[config.mk]
export PLATFORM = sky130hd
export DESIGN_NAME = spi_mem_responder
export DESIGN_NICKNAME = d
export VERILOG_FILES = /design/src/rtl/spi_mem_pkg.sv /design/src/rtl/spi_sync_edge.sv /design/src/rtl/spi_mem_responder.sv
export SDC_FILE = /design/constraint.sdc
export NUM_CORES = 1
export LEC_CHECK = 0
export ABC_AREA = 0
export CAP_MARGIN = 20
export CORE_MARGIN = 2
export CORE_UTILIZATION = 35
export DETAILED_ROUTE_END_ITERATION = 6
export PLACE_DENSITY_LB_ADDON = 0.3
export SLEW_MARGIN = 10
export SYNTH_ARGS = -nofsm -noshare
export SYNTH_HDL_FRONTEND = slang
export SYNTH_SLANG_ARGS = --single-unit
[constraint.sdc]
create_clock -name clk -period 29 [get_ports clk]
set_clock_uncertainty 0.1 [all_clocks]
set_input_delay 8.7 -clock clk [delete_from_list [all_inputs] [get_ports clk]]
set_output_delay 8.7 -clock clk [all_outputs]
set_load 0.1 [all_outputs]
[src/rtl/spi_mem_pkg.sv]
// Shared constants and types for the SPI memory responder.
// SPI_MEM_RDSR_EN adds the RDSR/WRSR status-register opcodes.
package spi_mem_pkg;

   localparam logic [7:0] OP_READ    = 8'h03;
   localparam logic [7:0] OP_WRITE   = 8'h02;
   localparam logic [7:0] OP_RDSR    = 8'h05;
   localparam logic [7:0] OP_WRSR    = 8'h01;
   localparam logic [7:0] STATUS_RST = 8'h40;

   typedef enum logic [2:0] {
      StIdle,
      StCmd,
      StAddr,
      StRead,
      StWrite,
      StIgnore
   } state_e;

   function automatic logic is_mem_op(input logic [7:0] op);
      return (op == OP_READ) || (op == OP_WRITE);
   endfunction

endpackage

[src/rtl/spi_sync_edge.sv]
// Two-flop synchronizer for one asynchronous SPI input, plus rise/fall
// strobes derived from the synchronized value.
module spi_sync_edge (
   input  logic clk_i,
   input  logic rst_i,
   input  logic d_i,
   output logic q_o,
   output logic rise_o,
   output logic fall_o
);

   logic meta_q, sync_q, prev_q;

   // Reset to 0: a chip select held low across reset produces no false fall.
   always_ff @(posedge clk_i or posedge rst_i) begin
      if (rst_i) begin
         meta_q <= 1'b0;
         sync_q <= 1'b0;
         prev_q <= 1'b0;
      end else begin
         meta_q <= d_i;
         sync_q <= meta_q;
         prev_q <= sync_q;
      end
   end

   assign q_o    = sync_q;
   assign rise_o = sync_q & ~prev_q;
   assign fall_o = ~sync_q & prev_q;

endmodule

[src/rtl/spi_mem_responder.sv]
// SPI mode-0 memory target: READ (0x03) / WRITE (0x02) with 24-bit address.
// Define SPI_MEM_RDSR_EN to add RDSR (0x05) and WRSR (0x01).
module spi_mem_responder
   import spi_mem_pkg::*;
#(
   parameter int unsigned DEPTH  = 64,
   parameter int unsigned ADDR_W = $clog2(DEPTH)
) (
   input  logic clk,
   input  logic rst,
   input  logic sclk,
   input  logic cs_n,
   input  logic mosi,
   output logic miso,
   output logic miso_oe,
   output logic wr_done,
   output logic cmd_err
);

   logic sclk_s, sclk_rise, sclk_fall;
   logic cs_s, cs_rise, cs_fall;
   logic mosi_s, mosi_rise, mosi_fall;
   logic unused_sync;

   spi_sync_edge u_sync_sclk (
      .clk_i  (clk),
      .rst_i  (rst),
      .d_i    (sclk),
      .q_o    (sclk_s),
      .rise_o (sclk_rise),
      .fall_o (sclk_fall)
   );

   spi_sync_edge u_sync_cs (
      .clk_i  (clk),
      .rst_i  (rst),
      .d_i    (cs_n),
      .q_o    (cs_s),
      .rise_o (cs_rise),
      .fall_o (cs_fall)
   );

   spi_sync_edge u_sync_mosi (
      .clk_i  (clk),
      .rst_i  (rst),
      .d_i    (mosi),
      .q_o    (mosi_s),
      .rise_o (mosi_rise),
      .fall_o (mosi_fall)
   );

   assign unused_sync = ^{sclk_s, cs_s, mosi_rise, mosi_fall};

   state_e            state_q, state_d;
   logic [4:0]        bit_cnt_q;
   logic [7:0]        shift_q;
   logic [7:0]        tx_q;
   logic [ADDR_W-1:0] addr_q;
   logic              rd_q;
   logic              miso_q;
   logic              wr_done_q;
   logic              cmd_err_q;
   logic [7:0]        mem_q [DEPTH];

   logic [7:0]        rx_byte;
   logic [ADDR_W-1:0] addr_shift;
   logic [ADDR_W-1:0] addr_inc;
   logic              wr_commit;
   logic              sr_sel;
   logic [7:0]        status_val;

   assign rx_byte    = {shift_q[6:0], mosi_s};
   assign addr_shift = {addr_q[ADDR_W-2:0], mosi_s};
   assign addr_inc   = addr_q + ADDR_W'(1);
   // A byte is only committed if cs_n is not rising in the same cycle.
   assign wr_commit  = (state_q == StWrite) && (state_d == StWrite) && sclk_rise &&
                       (bit_cnt_q == 5'd7);

`ifdef SPI_MEM_RDSR_EN
   logic       sr_q;
   logic [7:0] status_q;

   always_ff @(posedge clk or posedge rst) begin
      if (rst) begin
         sr_q     <= 1'b0;
         status_q <= STATUS_RST;
      end else begin
         if (state_q == StCmd && state_d != StCmd) begin
            sr_q <= (rx_byte == OP_RDSR) || (rx_byte == OP_WRSR);
         end
         if (wr_commit && sr_q) begin
            status_q <= rx_byte;
         end
      end
   end

   assign sr_sel     = sr_q;
   assign status_val = status_q;
`else
   assign sr_sel     = 1'b0;
   assign status_val = STATUS_RST;
`endif

   // State register
   always_ff @(posedge clk or posedge rst) begin
      if (rst) begin
         state_q <= StIdle;
      end else begin
         state_q <= state_d;
      end
   end

   // Next-state logic; cs_n rise overrides everything
   always_comb begin
      state_d = state_q;
      case (state_q)
         StIdle: begin
            if (cs_fall) state_d = StCmd;
         end
         StCmd: begin
            if (sclk_rise && bit_cnt_q == 5'd7) begin
               if (is_mem_op(rx_byte)) begin
                  state_d = StAddr;
`ifdef SPI_MEM_RDSR_EN
               end else if (rx_byte == OP_RDSR) begin
                  state_d = StRead;
               end else if (rx_byte == OP_WRSR) begin
                  state_d = StWrite;
`endif
               end else begin
                  state_d = StIgnore;
               end
            end
         end
         StAddr: begin
            if (sclk_rise && bit_cnt_q == 5'd23) state_d = rd_q ? StRead : StWrite;
         end
         default: ;
      endcase
      if (cs_rise) state_d = StIdle;
   end

   // Shift, count and address datapath
   always_ff @(posedge clk or posedge rst) begin
      if (rst) begin
         bit_cnt_q <= '0;
         shift_q   <= '0;
         tx_q      <= '0;
         addr_q    <= '0;
         rd_q      <= 1'b0;
         miso_q    <= 1'b0;
         wr_done_q <= 1'b0;
         cmd_err_q <= 1'b0;
      end else begin
         wr_done_q <= 1'b0;
         cmd_err_q <= 1'b0;
         if (state_d != state_q) begin
            bit_cnt_q <= '0;
            miso_q    <= 1'b0;
            if (state_q == StCmd) begin
               rd_q <= (rx_byte == OP_READ);
               if (state_d == StIgnore) cmd_err_q <= 1'b1;
            end
            if (state_q == StAddr) addr_q <= addr_shift;
            if (state_d == StRead) begin
               tx_q <= (state_q == StCmd) ? status_val : mem_q[addr_shift];
            end
         end else begin
            case (state_q)
               StCmd, StAddr: begin
                  if (sclk_rise) begin
                     shift_q   <= rx_byte;
                     bit_cnt_q <= bit_cnt_q + 5'd1;
                     if (state_q == StAddr) addr_q <= addr_shift;
                  end
               end
               StRead: begin
                  if (sclk_fall) begin
                     miso_q <= tx_q[7];
                     if (bit_cnt_q == 5'd7) begin
                        bit_cnt_q <= '0;
                        if (sr_sel) begin
                           tx_q <= status_val;
                        end else begin
                           tx_q   <= mem_q[addr_inc];
                           addr_q <= addr_inc;
                        end
                     end else begin
                        tx_q      <= {tx_q[6:0], 1'b0};
                        bit_cnt_q <= bit_cnt_q + 5'd1;
                     end
                  end
               end
               StWrite: begin
                  if (sclk_rise) begin
                     shift_q <= rx_byte;
                     if (bit_cnt_q == 5'd7) begin
                        bit_cnt_q <= '0;
                        if (!sr_sel) begin
                           wr_done_q <= 1'b1;
                           addr_q    <= addr_inc;
                        end
                     end else begin
                        bit_cnt_q <= bit_cnt_q + 5'd1;
                     end
                  end
               end
               default: ;
            endcase
         end
      end
   end

   // Storage array, cleared on reset
   always_ff @(posedge clk or posedge rst) begin
      if (rst) begin
         for (int i = 0; i < DEPTH; i++) mem_q[i] <= '0;
      end else if (wr_commit && !sr_sel) begin
         mem_q[addr_q] <= rx_byte;
      end
   end

   // Outputs
   always_comb begin
      miso_oe = (state_q == StRead);
      miso    = miso_oe & miso_q;
      wr_done = wr_done_q;
      cmd_err = cmd_err_q;
   end

endmodule
## Word-level counts from Yosys, hierarchy flattened

Cells that the tools add are included.

| operators by class | value |
|---|---|
| add/subtract/negate cells | 2 |
| order comparisons | 4 |
| equal/unequal tests | 16 |
| multiplexer cells | 45 |
| bitwise operators | 13 |
| reduce and logical (&&, ||, !) cells | 18 |

Operator list:

| kind | count |
|---|---|
| 512-bit bitwise mux | 1 |
| 8-bit binary-select mux with 6-bit select | 2 |
| 8-bit 2-to-1 mux | 11 |
| 8-bit demux with 6-bit select | 1 |
| 6-bit 2-to-1 mux | 6 |
| 5-bit 2-to-1 mux | 5 |
| 7-bit greater-or-equal comparator, second input constant | 3 |
| 6-bit NOT with 7-bit output | 3 |
| 3-bit 2-to-1 mux | 6 |
| 6-bit case mux with 3 select lines | 1 |
| 8-bit by 2-bit equality test with 1-bit output, second input constant | 2 |
| 5-bit case mux with 3 select lines | 1 |
| 1-bit 2-to-1 mux | 10 |
| 3-bit by 2-bit equality test with 1-bit output, second input constant | 3 |
| 3-bit equality test, second input constant | 3 |
| 3-bit case mux with 3 select lines | 1 |
| 7-bit by 1-bit < comparator with 1-bit output, second input constant | 1 |
| 6-bit by 1-bit adder with 6-bit output, second input constant | 1 |
| 1-bit logical AND | 6 |
| 3-bit AND reduction | 2 |
| 5-bit by 1-bit adder with 5-bit output, second input constant | 1 |
| 1-bit AND | 5 |
| 5-bit by 3-bit equality test with 1-bit output, second input constant | 1 |
| 5-bit equality test, second input constant | 1 |
| other kinds (15) | 21 |

| word-level totals | value |
|---|---|
| register bits after elaboration | 553 |
| bits of input ports | 5 |
| output and inout bits | 4 |
| logic and storage cells | 179 |

## Logic depth before layout (Yosys ltp)

Gate-level depths: netlist (run 1).

| depth | value |
|---|---|
| depth after elaboration | 10 |
| depth in mapped cells | 13 |
| gate-level depth less buffers | 8 |

## Cells and area by module

Synthesis (run 1) repeated with hierarchy kept, for this count alone.

| unflattened totals | value |
|---|---|
| cells, all modules | 2030 |
| area total of the unflattened synthesis | 29528.3 um2 |

Modules (own cells, without submodules):

| module | times used | cells each | area an instance (um2) |
|---|---|---|---|
| spi_mem_responder | 1 | 2012 | 29246.8 |
| spi_sync_edge | 3 | 6 | 93.8 |

## Worst setup path before layout (run 1)

No wires, ideal clock.

| path | value |
|---|---|
| path kind | reg2out |
| start | register state_q[0] |
| end | output port miso |
| arrival | 2.273 ns |
| required time | 20.200 ns |
| setup slack | 17.927 ns |
| cell stages (with the launch flop) | 5 |
| buffers on the path | 1 |
| path through | dfrtp_1 clkbuf_1 nand3b_1 inv_1 and2_1 |

| between the ends | value |
|---|---|
| word-level cells in the longest chain between the ends | 2 |

Ends and longest elaborated chain:

| element | RTL line | RTL |
|---|---|---|
| start, declared | spi_mem_responder.sv:54 | `state_e state_q, state_d;` |
| start signal, assigned | spi_mem_responder.sv:107 | `state_q <= StIdle;` |
| start signal, assigned | spi_mem_responder.sv:109 | `state_q <= state_d;` |
| 3-bit by 2-bit equality test with 1-bit output | spi_mem_responder.sv:225 | `miso_oe = (state_q == StRead);` |
| named net miso_oe | spi_mem_responder.sv:15 | `output logic miso_oe,` |
| 1-bit AND | spi_mem_responder.sv:226 | `miso = miso_oe & miso_q;` |
| end, declared | spi_mem_responder.sv:14 | `output logic miso,` |

The timed path passes the listed nets, and every way through them passes these cells.

## Worst setup path after layout (run 1)

| path | value |
|---|---|
| start | register state_q[1] |
| end | output port miso |

| between the ends | value |
|---|---|
| word-level cells in the longest chain between the ends | 2 |

Ends and longest elaborated chain:

| element | RTL line |
|---|---|
| 3-bit by 2-bit equality test with 1-bit output | spi_mem_responder.sv:225 |
| 1-bit AND | spi_mem_responder.sv:226 |

No other way between the ends.

==> results of run 1 <==
cell families (layout without fill, tap and decap cells):
kind of cell | Yosys count | count (layout) | share of synthesized area (%)
compound gates | 188 | 188 | 4.23
mux | 813 | 813 | 39.7
buf+inv | 175 | 174 | 3.20
fa+ha+maj | 2 | 2 | 0.0833
xor+xnor | 10 | 10 | 0.366
simple gates | 373 | 373 | 6.34
flops | 553 | 553 | 46.1
report_power, final:
| part | internal [mW] | switching [mW] | leakage (nW) | total [mW] |
|---|---|---|---|---|
| clock | 0.421 | 0.317 | 0.921 | 0.737 |
| sequential | 0.778 | 0.0149 | 7.68 | 0.793 |
| combinational | 0.0940 | 0.217 | 6.19 | 0.311 |
| total | 1.29 | 0.549 | 14.8 | 1.84 |
placed cells by master, fill, tap and decap left out, drive strengths merged, types with 6 or more instances in the layout:
cell type / netlist / final
and2: 6 / 6
o21ai: 50 / 50
nand2b: 10 / 10
nand2: 168 / 168
mux2: 499 / 499
o2111ai: 7 / 7
clkdlybuf4s50: 0 / 8
clkinv: 2 / 17
nand3: 42 / 42
inv: 10 / 9
mux2i: 64 / 64
nor3: 7 / 7
o22ai: 13 / 13
nor3b: 7 / 7
a31oi: 18 / 18
and3: 7 / 7
xnor2: 6 / 6
a211oi: 11 / 11
a22oi: 12 / 12
nand4: 13 / 13
clkbuf: 88 / 90
mux4: 250 / 250
dfrtp: 553 / 553
a21oi: 22 / 22
a32oi: 9 / 9
nor2: 82 / 82
buf: 75 / 47
path summary, 6_finish.rpt:
path	from	end	slack [ns]	cells after the start
max	state_q[1]	miso	17.38	4
min	u_sync_mosi.meta_q	u_sync_mosi.q_o	0.25	0
max reg2reg	addr_q[1]	tx_q[2]	23.82	10
min reg2reg	u_sync_mosi.meta_q	u_sync_mosi.q_o	0.25	0
max in group asynchronous	rst	addr_q[0]	17.92	4
min in group asynchronous	rst	u_sync_mosi.q_o	8.53	2
layout make-up:
type	count	area share, %
multi-input combinational	1386	46.3
tap	1144	4.34
inverter	12	0.159
clock inverter	17	0.349
sequential	553	42.0
clock buffer	90	5.29
timing repair buffer	55	1.53
metal layers:
metal,vias up,GRT usage (%),share of wire (%)
met5,-,0,0.014
met4,2,6.25,3.1
met3,158,3.78,7.1
met2,757,32.2,46
met1,10600,29.5,43
li1,8043,-,-
sequential cells by signal (all words and copies together) (netlist names), 3 cells and up:
register,flops
shift_q,7
bit_cnt_q,5
state_q,3
mem_q,512
addr_q,6
tx_q,8
stage by stage:
step | power (mW) | utilization, % | area, sq um | setup slack, ns | hold slack, ns
after floorplan | 1.05 | - | 30000 | 4.74 | 0.231
final | 1.84 | 38.7 | 33000 | 17.38 | 0.248
after CTS | 1.86 | 38.6 | 32900 | 17.38 | 0.253
after detailed placement | 1.12 | 36.5 | 31000 | 17.02 | 0.239
after global routing | 1.91 | 38.7 | 33000 | 17.26 | 0.270
after global placement | 1.12 | 36.5 | 31000 | 17.10 | 0.237
==> load_flow_metrics.sql, run 1 <==
INSERT INTO impl_metrics (metric_group, metric, value, unit) VALUES
('yosys', 'synthTopCellsByCount', '553 x sky130_fd_sc_hd__dfrtp_1, 498 x sky130_fd_sc_hd__mux2_2, 237 x sky130_fd_sc_hd__mux4_2', ''),
('yosys', 'post_synth_instance_area', '30000', 'sq um'),
('floorplanning', 'core_region_area', '85100', 'sq um'),
('routing', 'ant_nets', '0', ''),
('global_route', 'global_route.usage.total', '20.7', '%'),
('layout', 'insertedDiodeCount', '0', ''),
('power', 'power-per-cell-area', '55.8', 'nW/um^2'),
('routing', 'num_vias', '19600', ''),
('clock_tree', 'maximum_buffer_depth_of_the_clock_tree', '3', ''),
('clock_tree', 'clkLatencyLatePin', '0.64', 'ns'),
('yosys', 'synth_cells', '2114', ''),
('yosys', 'synth-seq-area-share', '46.1', '%'),
('sta', 'timing.final.crit_share', '40.1', '%'),
('sta', 'fmax', '86.1', 'MHz'),
('sta', 'totalNegativeSetupSlack', '0', 'ns'),
('flow_run', 'max_cap_violations', '0', ''),
('power', 'power.static_leakage', '14.8', 'nW'),
('setup_path', 'cp_peak_stage_delay', '1.12', 'ns'),
('routing', 'detailedRoute.firstPassIterationCount', '5', ''),
('clock_tree', 'cts-htree-levels', '2', ''),
('yosys', 'count_of_flip_flops_with_a_built_in_enable_after_synthesis', '0', ''),
('floorplanning', 'dieHeight', '297', 'um'),
('global_route', 'grt_pass1_vias', '20000', ''),
('sta', 'tightest_slew', '1.16', 'ns'),
('setup_path', 'critPathSlowestCell', 'sky130_fd_sc_hd__clkdlybuf4s50_1', ''),
('setup_path', 'critical_path_end_type', 'output pin', ''),
('clock_tree', 'clk_pin_slew_worst_paths', '0.06', 'ns'),
('global_route', 'global_route_wire_length_before_repair', '139000', 'um'),
('floorplanning', 'die_area', '88200', 'sq um'),
('global_route', 'pin_count_of_the_biggest_net_entering_global_routing', '124', ''),
('clock_tree', 'numClockSinks', '553', ''),
('global_route', 'grt_antenna_before_repair', '2', ''),
('floorplanning', 'core.rowCount', '107', ''),
('clock_tree', 'cts_repair_resize_count', '0', ''),
('yosys', 'synth.net_count', '2121', ''),
('sta', 'final.min_clock_period', '11.62', 'ns'),
('sta', 'max-slew-margin-rel', '22.5', '%'),
('placed_design', 'hpwl', '59900', 'um'),
('layout', 'layout.nets', '2075', ''),
('setup_path', 'timing.critical_path.required', '20.20', 'ns'),
('setup_path', 'cp-start-kind', 'flip-flop', ''),
('routing', 'drt-wirelength-per-cell', '28.1', 'um'),
('setup_path', 'cp_top_family', 'buffers and inverters', ''),
('placed_design', 'place.port_buffers', '8', ''),
('yosys', 'dominantRegCellSynth', 'sky130_fd_sc_hd__dfrtp_1', ''),
('layout', 'layout-area-overhead-vs-synth', '9.79', '%'),
('yosys', 'netlist_top_cells_area', 'sky130_fd_sc_hd__dfrtp_1 46%, sky130_fd_sc_hd__mux2_2 19%, sky130_fd_sc_hd__mux4_2 18%, sky130_fd_sc_hd__mux2i_1 2.1%, sky130_fd_sc_hd__nand2_1 2.0%', ''),
('clock_tree', 'tritoncts', 'yes', ''),
('routing', 'postRouteWirelength', '91400', 'um'),
('min_path', 'holdCritPathClass', 'flip-flop to flip-flop', ''),
('routing', 'drt_drc_violations_left', '0', ''),
('power', 'vdd_ir_drop_max', '0.0578', 'mV'),
('floorplanning', 'io_pins', '9', ''),
('setup_path', 'worstPathBufferInverterCount', '2', ''),
('floorplanning', 'initial_standard_cell_utilization_of_the_core', '35.3', '%'),
('setup_path', 'cp_cell_sequence', 'nand3b_1 -> inv_1 -> and2_1 -> clkdlybuf4s50_1', ''),
('routing', 'drt_first_iter_violations', '2039', ''),
('sta', 'setup_viol', '0', ''),
('clock_tree', 'cts_buffers', '60', ''),
('clock_tree', 'cts.hold.buffers_added', '0', ''),
('yosys', 'ys_types', '83', ''),
('yosys', 'most_instantiated_library_cell_after_synthesis', 'sky130_fd_sc_hd__dfrtp_1', ''),
('layout', 'drive_gt1_share', '44.5', '%'),
('status', 'status', 'completed', ''),
('floorplanning', 'chipWidth', '297', 'um'),
('clock_tree', 'clk_root_buffer_cell', 'sky130_fd_sc_hd__clkbuf_16', ''),
('setup_path', 'critPathArrivalTime', '2.82', 'ns'),
('yosys', 'ys_async_sr_fraction', '100', '%'),
('yosys', 'yosys_warnings', '0', ''),
('layout', 'stdcell_count', '3257', ''),
('layout', 'register_area', '13900', 'sq um');
(Power assumes the default switching activity.)
==> inputs of run 2 (changes only) <==
- clock period: 29 -> 11.43 ns (I/O delays scaled with it)
==> run 2 against run 1 <==
The run now ends with DRC left. Total power rose to 2.6 times the previous value. Global-route usage rose by 0.16 points. Register-to-register slack got worse by 17 ns. Critical path type unchanged.
==> load_flow_metrics.sql, run 2 (synthesis gave the netlist of run 1 again) <==
INSERT INTO impl_metrics (metric_group, metric, value, unit) VALUES
('routing', 'ant_nets', '0', ''),
('layout', 'layout.filler_cells', '7962', ''),
('global_route', 'pin_count_of_the_biggest_net_entering_global_routing', '176', ''),
('flow_run', 'max_cap_violations', '0', ''),
('setup_path', 'cp_cell_sequence', 'nand3b_1 -> inv_1 -> and2_1 -> clkdlybuf4s50_1', ''),
('status', 'status', 'finished with violations', ''),
('setup_path', 'critPathArrivalTime', '2.76', 'ns'),
('sta', 'final.min_clock_period', '6.29', 'ns'),
('sta', 'max-slew-margin-rel', '21.1', '%'),
('layout', 'top_reg_by_flops', 'mem_q', ''),
('setup_path', 'timing.critical_path.required', '7.90', 'ns'),
('status', 'failed_checks', 'DRC', ''),
('min_path', 'holdCritPathClass', 'flip-flop to flip-flop', ''),
('setup_path', 'worst_setup_path_startpoint', 'state_q[1]', ''),
('clock_tree', 'clk_root_buffer_cell', 'sky130_fd_sc_hd__clkbuf_16', ''),
('clock_tree', 'numClockSinks', '553', ''),
('layout', 'layout-area-overhead-vs-synth', '10.4', '%'),
('power', 'power-per-cell-area', '147', 'nW/um^2'),
('clock_tree', 'cts_repair_resize_count', '0', ''),
('routing', 'drt_first_iter_violations', '1896', ''),
('placed_design', 'globalplace.congestion', '0.920', ''),
('placed_design', 'place.port_buffers', '8', ''),
('clock_tree', 'post-cts-setup-buffers', '0', ''),
('global_route', 'global_route_wire_length_before_repair', '139000', 'um'),
('sta', 'tightest_slew', '1.18', 'ns'),
('clock_tree', 'clkLatencyLatePin', '0.62', 'ns'),
('placed_design', 'hpwl', '59100', 'um'),
('floorplanning', 'chipWidth', '297', 'um'),
('floorplanning', 'initial_standard_cell_utilization_of_the_core', '35.3', '%'),
('setup_path', 'cp_top_family', 'buffers and inverters', ''),
('sta', 'fmax', '159', 'MHz'),
('layout', 'drive_gt1_share', '44.8', '%'),
('global_route', 'grt_pass1_vias', '20100', ''),
('setup_path', 'worstPathBufferInverterCount', '2', ''),
('routing', 'detailedRoute.firstPassIterationCount', '7', ''),
('floorplanning', 'core_region_area', '85100', 'sq um'),
('sta', 'slew_violations', '0', ''),
('min_path', 'worstHoldStart', 'u_sync_mosi.meta_q', ''),
('setup_path', 'cp_max_fo', '16', ''),
('layout', 'layout.nets', '2074', ''),
('clock_tree', 'cts.hold.buffers_added', '0', ''),
('setup_path', 'worstReg2RegStart', 'addr_q[1]', ''),
('routing', 'num_vias', '19700', ''),
('floorplanning', 'io_pins', '9', ''),
('floorplanning', 'die_area', '88200', 'sq um'),
('global_route', 'grt_antenna_before_repair', '1', ''),
('sta', 'grt_setup_unrepaired', 'no', ''),
('routing', 'drt_drc_violations_left', '1', ''),
('layout', 'largest_register_ffs', '512', ''),
('setup_path', 'cp-start-kind', 'flip-flop', ''),
('routing', 'postRouteWirelength', '91500', 'um'),
('power', 'post-layout-total-power', '4.88', 'mW'),
('sta', 'final_hold_viol_count', '0', ''),
('power', 'power.static_leakage', '14.9', 'nW'),
('clock_tree', 'clk_pin_slew_worst_paths', '0.05', 'ns'),
('global_route', 'globalRouteOverflowTotal', '0', ''),
('setup_path', 'critPathSlowestCell', 'sky130_fd_sc_hd__clkdlybuf4s50_1', ''),
('clock_tree', 'maximum_buffer_depth_of_the_clock_tree', '3', ''),
('floorplanning', 'core.rowCount', '107', ''),
('global_route', 'global_route.usage.total', '20.8', '%'),
('routing', 'drt-wirelength-per-cell', '28.1', 'um'),
('clock_tree', 'cts-htree-levels', '3', ''),
('layout', 'mostFrequentLayoutCell', 'sky130_fd_sc_hd__dfrtp_1', ''),
('clock_tree', 'cts_buffers', '66', ''),
('setup_path', 'cp_peak_stage_delay', '1.12', 'ns'),
('sta', 'setup_viol', '0', ''),
('sta', 'totalNegativeSetupSlack', '0', 'ns'),
('setup_path', 'timing_worst_setup_path_type', 'flip-flop to output pin', ''),
('setup_path', 'critical_path_end_type', 'output pin', ''),
('clock_tree', 'tritoncts', 'yes', ''),
('layout', 'layout_common_cells', '543 x sky130_fd_sc_hd__dfrtp_1, 498 x sky130_fd_sc_hd__mux2_2, 237 x sky130_fd_sc_hd__mux4_2', ''),
('sta', 'timing.final.crit_share', '55.0', '%'),
('layout', 'reg_top3', 'mem_q x512, tx_q x8, shift_q x7', ''),
('floorplanning', 'dieHeight', '297', 'um'),
('power', 'vdd_ir_drop_max', '0.139', 'mV'),
('routing', 'avgViaCountPerCell', '6.03', '');
-- run 2: final timing paths --
kind | endpoint | slack [ns] | cells after the start
max | miso | 5.14 | 4
min | u_sync_mosi.q_o | 0.25 | 0
max reg2reg | tx_q[6] | 6.33 | 9
min reg2reg | u_sync_mosi.q_o | 0.25 | 0
max in group asynchronous | mem_q[48] | 5.71 | 4
min in group asynchronous | mem_q[209] | 3.24 | 2
-- run 2: final cells by class --
class                   instances  area [sq um]  share of cell area, %
diodes                          1          2.50                0.00754
clock buffers                  96          1910                   5.77
clock inverters                20           214                  0.645
inverters                      12          48.8                  0.147
multi-input cells            1386         15300                   46.1
flip-flops and latches        553         13900                   41.8
well taps                    1144          1430                   4.31
repair buffers                 48           428                   1.29
-- run 2: through the flow --
step	instance area, sq um	std cells	hold WS (ns)	setup WS (ns)	util (%)
after floorplan	30100	2114	0.231	0.375	-
after global placement	31000	3142	0.241	5.19	36.5
after detailed placement	31000	3142	0.245	5.11	36.5
after CTS	33200	3258	0.258	5.13	39.0
after global routing	33200	3259	0.259	5.03	39.0
final	33200	3260	0.250	5.14	39.0
-- run 2: where the power goes --
group | internal, mW | switching, mW
Sequential | 1.98 | 0.0363
Combinational | 0.236 | 0.548
Clock | 1.23 | 0.851
-- run 2: per-layer routing --
metal	up-vias	global-route usage (%)	part of all wire, %
met5	-	0	0
met4	0	8.49	3.8
met3	172	3.51	7.0
met2	793	31.8	46
met1	10700	29.5	43
li1	8038	-	-
==> RTL change 1: new RTL, settings of run 1 <==
Add a define of `SPI_MEM_RDSR_EN`.
--- a/src/rtl/spi_mem_responder.sv
+++ b/src/rtl/spi_mem_responder.sv
@@ -2,2 +2,4 @@
 // Define SPI_MEM_RDSR_EN to add RDSR (0x05) and WRSR (0x01).
+`define SPI_MEM_RDSR_EN
+
 module spi_mem_responder
Check against the original RTL: same outputs for any inputs over 4 cycles, from zero or initial values and one cycle with rst high; that may be too few to reach the edited logic, so the function may still have changed.
==> RTL change 1 against run 1 <==
  * Via count grew 8.6%
  * Synthesized area increased by 3.7%
  * Worst setup slack worse by 160 ps
  * Combinational power down 50%
  * Global-route usage increased by 2.1 points
  * Register-to-register slack improved by 390 ps
  * Clock power rose by 16%
  * Die area is 3.6% higher
  * Cell area rose by 4.0%
  * Wire length grew 14%
  * Critical path depth unchanged
  * Power down 2.0%
  * Fmax shrank 1.3%
  * Sequential cell count is 9 higher
  * Largest power group is now clock
==> RTL change 1: results (changes against run 1) <==
TritonCTS buffer count 67 (+12%); Buffers on Ports 8 (unchanged); Worst VDD drop 0.0464 mV (-20%); Leak 15.0 nW (+1.3%); fin nets 2280 (+9.9%); vias in the first global route 21.8k (+9.4%); DR vias 21.3k (+8.6%); H-Tree Depth 3 (+1); initial DRC count 1918 (-5.9%); Post-Route WL 104000 microns (+14%); placed cells 3368 (+7.0%); largest net degree at the start of global routing 137 (+10%); gr usage total 0.228 (+0.0213); first-pass GRT wire length 153000 microns (+11%); RR Startpoint addr_q[2]; mean post-synth cell area 13.5 sq um (-5.3%); antenna violations before repair 1 (-1); layout cells sized above 1 0.406 (-0.0384); leading post-synthesis cells by cell area dfrtp_1 (45%), mux2_2 (19%), mux4_2 (11%); DP HPWL 67800 microns (+13%); clk_lat worst skew 620 ps (-20 ps); Yosys cell types 91 (+9.6%); register area share after synthesis 0.451 (-0.00917); fin cells 3485 (+7.0%); RD Place Congestion 0.943 (+2.7%); status completed; Largest regs mem_q (512), status_q (8), tx_q (8); Crit Path Max Fanout 13 (-3); Pre-antenna DRT Iters 6 (+1); fill cell count 8288 (+4.7%); Critical Path Start state_q[0]; Post-synth top cells dfrtp_1 (561), mux2_2 (518), nand2_1 (165), mux4_2 (156), mux2i_1 (120)
RTL change 1: cell families after synthesis:
logic type               Yosys count  synth area share
adder cells (fa/ha/maj)            2          0.000803
AND/OR/NAND/NOR                  450            0.0769
flip-flops                       562             0.451
multiplexers                     830             0.367
AO/OA/AOI/OAI                    270            0.0615
buffers and inverters            190            0.0381
XOR/XNOR                          11           0.00394
RTL change 1: power breakdown:
group	total (mW)	internal [mW]	leakage [nW]	switching [mW]
Combinational	0.157	0.0271	6.11	0.130
Clock	0.853	0.515	1.06	0.339
Sequential	0.795	0.791	7.81	0.00396
RTL change 1: area by class of cell:
class / count / area [sq um] / share of cell area
clock buffer: 101 / 1980 / 0.0577
clock inverter: 15 / 211 / 0.00616
inverter: 13 / 56.3 / 0.00164
multi-input combinational: 1563 / 16000 / 0.466
sequential: 562 / 14100 / 0.410
tap: 1165 / 1460 / 0.0425
timing repair buffer: 66 / 552 / 0.0161
RTL change 1: per-layer routing:
metal  GRT usage  vias up  share of wire  wire, microns
met4       0.107        0          0.051           5290
met2       0.351      854           0.46          47400
met1       0.309    11300           0.42          43900
met5           0        -              0              0
li1            -     8817              -              -
met3      0.0472      251          0.071           7430
RTL change 1: path summary, 6_finish.rpt:
check / slack [ps] / end / depth (start not counted)
worst max-delay path: 17230 / miso / 4
worst min-delay path: 250 / u_sync_mosi.q_o / 0
worst max register to register: 24210 / tx_q[7] / 11
worst min register to register: 250 / u_sync_mosi.q_o / 0
max in group asynchronous: 17270 / u_sync_mosi.q_o / 5
min in group asynchronous: 8650 / mem_q[288] / 2
RTL change 1: stage by stage:
stage                     worst slack, ps  cell area [sq um]
after floorplan                      4480              31200
after global placement              16590              32100
after detailed placement            16470              32100
after CTS                           17110              34300
after global routing                16710              34300
final                               17230              34300
RTL change 1: critical path: stages (launching register included):
cell,delay (ps)
dfrtp_1,580
inv_1,210
nor2_1,290
and2_1,170
clkdlybuf4s50_1,1130
==> RTL change 2: new RTL, flow settings as in run 1 <==
Made on the original files. The 6 states of `state_e` get a one-hot encoding in 6 bits.
--- a/src/rtl/spi_mem_pkg.sv
+++ b/src/rtl/spi_mem_pkg.sv
@@ -10,9 +10,9 @@
 
-   typedef enum logic [2:0] {
-      StIdle,
-      StCmd,
-      StAddr,
-      StRead,
-      StWrite,
-      StIgnore
+   typedef enum logic [5:0] {
+      StIdle   = 6'b000001,
+      StCmd    = 6'b000010,
+      StAddr   = 6'b000100,
+      StRead   = 6'b001000,
+      StWrite  = 6'b010000,
+      StIgnore = 6'b100000
    } state_e;
Formal check against the unedited RTL: same outputs for any inputs over 4 cycles, from zero or initial values and one cycle with rst high; so few cycles prove little.
==> RTL change 2 against run 1 <==
  * Wire length down 3.7%
  * Sequential share of layout area decreased by 0.18 points
  * Sequential cell count increased by 3
  * Cell area increased by 0.99%
  * Utilization is 0.45 points higher
  * Critical path type unchanged
  * Final cell count decreased by 1.5%
  * Synthesized cell count shrank 2.3%
  * Critical path depth unchanged
  * Register-to-register slack worse by 210 ps
  * Synthesized area decreased by 0.35%
  * Worst setup slack worse by 180 ps
Power is not compared: it rests on default switching activity, and its combinational part moved more than twofold at a synthesized area within 25%.
==> RTL change 2: results (changes against run 1) <==
H-Tree Depth 3 (+1); register area share after synthesis 0.465 (+0.00415); met1 Track Usage GR 0.289 (-0.00579); R2R Path End tx_q[0]; multiplexer share of the synthesized area 0.410 (+0.0124); RD Place Congestion 0.912 (-0.63%); vias in the first global route 19.4k (-2.6%); FF-to-FF path depth 8 (-2); GR Util met2 0.315 (-0.00645); met3 Usage GRT 0.0374 (-0.000327); Adder-Cell Fraction of Synth Area 0.000836 (+0.00000289); Critical Path Start state_q[2]; Setup Slack @ Placement 16950 ps (-72.5 ps); fin crit share 0.407 (+0.00635); Post-synth top cells dfrtp_1 (555), mux2_2 (523), mux4_2 (259), clkbuf_1 (98), nand2_1 (83); met2 WL 41100 microns (-3.0%); arrival time at the worst endpoint 3000 ps (+180 ps); initial DRC count 1822 (-11%); fin nets 2019 (-2.7%); fill cell count 7836 (-1.0%); Crit Path Max Fanout 11 (-5); worst hold start u_sync_cs.meta_q; Worst Tran Pin Value 1000 ps (-161 ps); XOR/XNOR Fraction of Synth Area 0.00376 (+0.0000963); wl on met1 38400 microns (-3.4%); placed cells 3084 (-2.0%); first-pass GRT wire length 133000 microns (-4.1%); antenna violations before repair 1 (-1); gr usage total 0.203 (-0.00340); status completed; largest net degree at the start of global routing 165 (+33%); flop2flop setup slack 23610 ps (-210 ps); RR Startpoint addr_q[0]; syn_nets 2073 (-2.3%); clk_lat worst skew 620 ps (-20 ps); Avg WL per Cell 27.4 microns (-2.2%); Avg Vias per Cell 5.92 (-1.6%)
## RTL change 2: changes by cell type in the layout (fill, tap and decap cells not counted), sizes merged, moves of 9 or more
cell	run 1	this run
o21ai	50	21
mux2	499	528
nor2b	5	17
nor3	7	20
nand2	168	84
mux2i	64	49
nor2	82	97
clkbuf	90	100
mux4	250	259
buf	47	38
a22oi	12	23
## RTL change 2: power by group
part | switching (mW) | total (mW) | internal (mW)
sequential | 0.00749 | 0.789 | 0.782
clock | 0.346 | 0.844 | 0.498
combinational | 0.0923 | 0.118 | 0.0255
total | 0.446 | 1.75 | 1.30
## RTL change 2: area by class of cell
cell class,count,area [sq um],share of cell area
antenna,1,2.50,0.0000751
timing repair buffer,46,430,0.0129
sequential,556,13900,0.418
clock inverter,21,219,0.00657
multi-input combinational,1335,15300,0.460
clock buffer,100,1960,0.0590
inverter,5,26.3,0.000789
tap,1144,1430,0.0430
